==> src/rtl/seq_miter_pkg.sv <==
// seq_miter_pkg: shared types and constants for the sequential miter checker.
//   state_t    : checker FSM states (IDLE, RUN, PASS, FAIL)
//   LFSR_W     : stimulus LFSR width
//   LFSR_TAPS  : feedback mask for the right-shifting Fibonacci form of
//                x^16 + x^14 + x^13 + x^11 + 1 (bits 0,2,3,5)
//   DEF_SEED   : default LFSR seed
//   ZERO_SEED  : substitute used when a zero seed is requested
package seq_miter_pkg;
    typedef enum logic [1:0] {IDLE, RUN, PASS, FAIL} state_t;
    localparam int LFSR_W = 16;
    localparam logic [LFSR_W-1:0] LFSR_TAPS = 16'h002D;
    localparam logic [LFSR_W-1:0] DEF_SEED = 16'hACE1;
    localparam logic [LFSR_W-1:0] ZERO_SEED = 16'h0001;
    // An all-zero Fibonacci LFSR locks up, so a zero seed is replaced.
    function automatic logic [LFSR_W-1:0] fix_seed(input logic [LFSR_W-1:0] s);
        return s == '0 ? ZERO_SEED : s;
    endfunction
endpackage

==> src/rtl/seq_miter_lfsr.sv <==
// seq_miter_lfsr: 16-bit Fibonacci LFSR producing the miter stimulus.
//   clk, rst_n : clock, asynchronous active-low reset (state <= RST_VAL)
//   load       : load seed (has priority over advance)
//   seed       : value loaded on load
//   advance    : shift one step
//   state      : current LFSR contents
module seq_miter_lfsr import seq_miter_pkg::*; #(
    parameter logic [LFSR_W-1:0] RST_VAL = DEF_SEED
) (
    input  logic              clk,
    input  logic              rst_n,
    input  logic              load,
    input  logic [LFSR_W-1:0] seed,
    input  logic              advance,
    output logic [LFSR_W-1:0] state
);
    always_ff @(posedge clk or negedge rst_n)
        if (!rst_n) state <= RST_VAL;
        else if (load) state <= seed;
        else if (advance) state <= {^(state & LFSR_TAPS), state[LFSR_W-1:1]};
endmodule

==> config.mk <==
export PLATFORM = sky130hd
export DESIGN_NAME = seq_miter_lfsr
export DESIGN_NICKNAME = d
export VERILOG_FILES = /design/src/rtl/seq_miter_pkg.sv /design/src/rtl/seq_miter_lfsr.sv
export SDC_FILE = /design/constraint.sdc
export NUM_CORES = 1
export LEC_CHECK = 0
export ABC_AREA = 1
export CAP_MARGIN = 25
export CORE_MARGIN = 1.5
export CORE_UTILIZATION = 32
export DETAILED_ROUTE_END_ITERATION = 12
export GPL_ROUTABILITY_DRIVEN = 0
export GPL_TIMING_DRIVEN = 0
export PLACE_DENSITY = 0.67
export SYNTH_ARGS = -nofsm -noshare
export SYNTH_HDL_FRONTEND = slang
export SYNTH_SLANG_ARGS = --single-unit
==> constraint.sdc <==
create_clock -name clk -period 0.95 [get_ports clk]
set_input_delay 0.285 -clock clk [delete_from_list [all_inputs] [get_ports clk]]
set_output_delay 0.285 -clock clk [all_outputs]
set_load 0.01 [all_outputs]
* After elaboration in Yosys (flattened, before gate mapping)
Cells that the tools add are included.
** Storage, ports and cells
- Bits in registers :: 16
- Bits of input ports :: 20
- Output and inout port bits :: 16
- Word-level logic and storage cells :: 5
** Operators by class
- Muxes and demuxes :: 2
- Reduce and logical (&&, ||, !) cells :: 2
** Operators with widths (number)
- $mux W16 :: 2
- $reduce_xor A16 Y1 :: 1
- $reduce_bool A2 Y1 :: 1

* Logic depth before layout (Yosys ltp)
- Depth after elaboration :: 3
- Depth in mapped cells :: 6
- Depth with buffers taken out :: 6

* Worst setup path after synthesis
OpenSTA, ideal clock, no wires.
- Path type :: in2reg
- From :: in load
- To :: reg state[8]
- Library setup time :: 0.124 ns
- Arrival time :: 0.829 ns
- Data required time :: 0.826 ns
- Slack :: -0.003 ns
- Stages :: 4
- Buffers on the path :: 2
- Cell sequence :: buf_4 buf_2 a22oi_1 nand2_1
** Between the ends
- Word-level cells in the longest chain between the ends :: 1
- Elaborated cells between the ends (all ways) :: 2
- Classes of those cells :: 1 x mux; 1 x reduce/logical
** RTL lines
- from (decl) :: line seq_miter_lfsr.sv:12 : input logic load,
- $mux W16 / $reduce_bool A2 Y1 (equally long branches)
- to (signal assigned) :: line seq_miter_lfsr.sv:20 : else if (advance) state <= {^(state & LFSR_TAPS), state[LFSR_W-1:1]};
- to (decl) :: line seq_miter_lfsr.sv:15 : output logic [LFSR_W-1:0] state
Several ways; a longest one is shown, not always the timed one.
A chain may end at the register's enable or synchronous reset.

* Final worst setup path
- From :: reg state[11]
- To :: out state[11]
No word-level cell between the ends.

==> run_results.csv <==
group,metric,value,unit
route,first_iter_violations,11,
global_route,grtUsageTotal,18.39,%
timing,fin_crit_sh,129.5,%
logic_synthesis,synth.area.top_cells,"dfstp_2 (26%), dfrtp_1 (25%), nand2_1 (19%)",
setup_path,crit_type,"flop to output pin",
layout,largest_register_ff_count,16,
status,violations,"setup timing",
status,status,"complete, but fails checks",
cts,cts_buffers,3,
timing,hold_viol,0,
layout,area_delta_synth_final,69.87,%
logic_synthesis,yosysWarnings,0,
cts,cts_hold_buffers,0,
route,routed-wl-met3,160,um
route,dr.pass1.iters,4,
die,die_w,52.79,um
route,drc_errors,0,
logic_synthesis,synth_seq_area_share,51.74,%
logic_synthesis,synth_top_cell_by_area,"dfstp_2",
min_path,hold_class,"input pin to async pin",
timing,fin_skew,0.004705,ns
logic_synthesis,avgSynthCellArea,8.913,um2
power_and_ir_drop,leakage,0.6671,nW
placed_design,dp.cells,151,
setup_path,crit_path_max_fanout,2,
timing,setup_viol,17,
cts,cts_buffer_depth,2,
route,m1WireLength,961,um
cts,path_clk_slew,0.10,ns
die,fp-row-count,17,
logic_synthesis,syn_area,793.3,um2
global_route,grt_pass1_wl,3.684,mm
setup_path,crit_chain,"buf_6",
die,initial_utilization,34.85,%
cts,root_buffer,"clkbuf_4",
timing,setup_slack,-0.2805,ns
layout,antenna_cells,0,
power_and_ir_drop,power_density,1350,mW/mm2
route,viasPerCell,4.843,
route,maxUsedRoutingLayer,"met4",
global_route,grt_pass1_vias,886,
layout,top_register,"state",
route,wirelength,2.289,mm
flow_run,maxCapViolCount,0,
die,dieArea,0.002787,mm2
logic_synthesis,synth_top_area_share,26.50,%
logic_synthesis,ys_ff_latch,16,
layout,top_regs,"state (16)",
setup_path,end_kind,"output pin",
cts,clkLatencyLatePin,0.28,ns
timing,whs,0.03642,ns
logic_synthesis,synthCells,89,
setup_path,critPathRequiredTime,0.66,ns
route,vias,833,
logic_synthesis,ys_types,15,
placed_design,post-dp-hpwl,1.461,mm
layout,postLayoutCellArea,0.001348,mm2
route,met2_length,1.143,mm
die,coreArea,0.002276,mm2
layout,instances_no_fill,172,
power_and_ir_drop,ir_drop,0.6781,mV
global_route,antenna_found_initial,0,
route,wl_per_cell,13.31,um
timing,rsz0062_at_grt,"yes",
layout,nNetsFinal,166,
cts,cts_tree,"yes",
cts,ctsHtreeMaxLevel,1,
timing,slew_violations,0,
placed_design,numPortBuffers,34,
global_route,grt_max_degree,17,
die,die_h,52.79,um
setup_path,arrival,0.95,ns
timing,tightestPinTransition,0.7275,ns
cts,clock_sinks,16,
setup_path,cp_slowest_cell,"dfstp_2",
timing,fmax,812.7,MHz
setup_path,crit_buf_inv,1,
timing,fin_crit,1.231,ns
layout,drive_gt1_share,41.67,%
logic_synthesis,syn-num-nets,109,
route,drtAntennaViolNets,0,
setup_path,start_kind,"flop",
global_route,grt_overflow,0,
die,io-pin-count,36,
placed_design,place_area,0.001171,mm2
timing,slew_headroom,51.42,%
setup_path,worst_path_dominant_cell_family,"flip-flops",
setup_path,slowest_delay,0.56,ns
-- cells by family after synthesis --
family	count (synthesis)	synth area share, %
AND/OR/NAND/NOR	47	26.66
AO/OA/AOI/OAI	15	13.25
XOR/XNOR	1	1.104
buffers and inverters	10	7.255
flip-flops	16	51.73
-- final cells by class --
| class | count | area (um2) |
|---|---|---|
| fill | 220 | 928.4 |
| buffer | 4 | 37.54 |
| multi-input combinational | 63 | 352.8 |
| inverter | 6 | 22.52 |
| sequential | 16 | 410.4 |
| clock buffer | 3 | 22.52 |
| timing repair buffer | 52 | 466.7 |
| tap | 28 | 35.03 |
-- report_power, final --
| part | total (mW) | internal (mW) | switching, mW |
|---|---|---|---|
| clock | 0.360 | 0.147 | 0.213 |
| sequential | 0.830 | 0.780 | 0.0499 |
| combinational | 0.629 | 0.356 | 0.273 |
| total | 1.82 | 1.28 | 0.536 |
-- layer usage --
layer	vias to the layer above	track usage (%)
met2	34	32.08
met4	0	6.838
li1	401	-
met1	396	21.86
met5	-	0
met3	2	4.000
-- worst register-to-register path, cell delays in order, from the launching register on --
cell     delay [ns]
dfstp_2        0.56
buf_6          0.11
inv_2          0.04
nand2_1        0.05
nand2_1        0.05
nand2_1        0.06
nand3_1        0.08
nand2_1        0.07
-- path summary, 6_finish.rpt --
| path | start | endpoint | slack, ns | cells after the start |
|---|---|---|---|---|
| setup reg to reg | state[5] | state[15] | -0.12 | 7 |
| setup / recovery | state[11] | state[11] | -0.28 | 1 |
| max in group asynchronous | rst_n | state[1] | 0.45 | 1 |
| hold / removal | rst_n | state[12] | 0.04 | 1 |
| hold reg to reg | state[14] | state[14] | 0.60 | 3 |
| min in group clk | load | state[5] | 0.38 | 3 |
-- synthesized netlist by cell type --
library cell / n
nand3_1: 4
xnor2_1: 1
dfstp_2: 8
nor2_4: 1
nand3_2: 1
a22oi_1: 12
buf_6: 2
inv_2: 1
buf_4: 1
buf_2: 1
nor2_8: 1
dfrtp_1: 8
o21ai_0: 3
nand2_1: 40
inv_1: 5
-- through the flow --
| stage | setup TNS (ns) | util, % | setup WS (ns) | power [mW] |
|---|---|---|---|---|
| finish | -3.466 | 59.21 | -0.2805 | 1.820 |
| global route | -4.152 | 59.21 | -0.3231 | 1.922 |
| CTS | -3.346 | 56.68 | -0.2866 | 1.755 |
| detailed placement | -16.83 | 51.46 | -0.5346 | 1.325 |
| global placement | -16.33 | 51.46 | -0.5112 | 1.314 |
| floorplan | 0 | - | 0.005566 | 1.047 |
-- cells in the final DEF (no fill, tap or decap) --
cell type and instances:
nand3_2 1, buf_4 15, nand2_1 40, clkbuf_4 3
dlymetal6s2s_1 1, inv_1 3, a22oi_2 4, clkdlybuf4s15_1 1
nand3_1 4, o21ai_1 3, nor2_8 1, dfrtp_1 8
a22oi_1 8, nor2_4 1, buf_6 15, clkdlybuf4s50_1 16
xnor2_2 1, inv_2 3, buf_2 8, dfstp_2 8
-- timing repair --
| action | in CTS | in global routing |
|---|---|---|
| pin swaps | 0 | 7 |
| endpoints found under the setup margin | 32 | 33 |
| buffers inserted | 16 | 5 |
| resized for setup | 76 | 15 |
(Power assumes the default switching activity.)
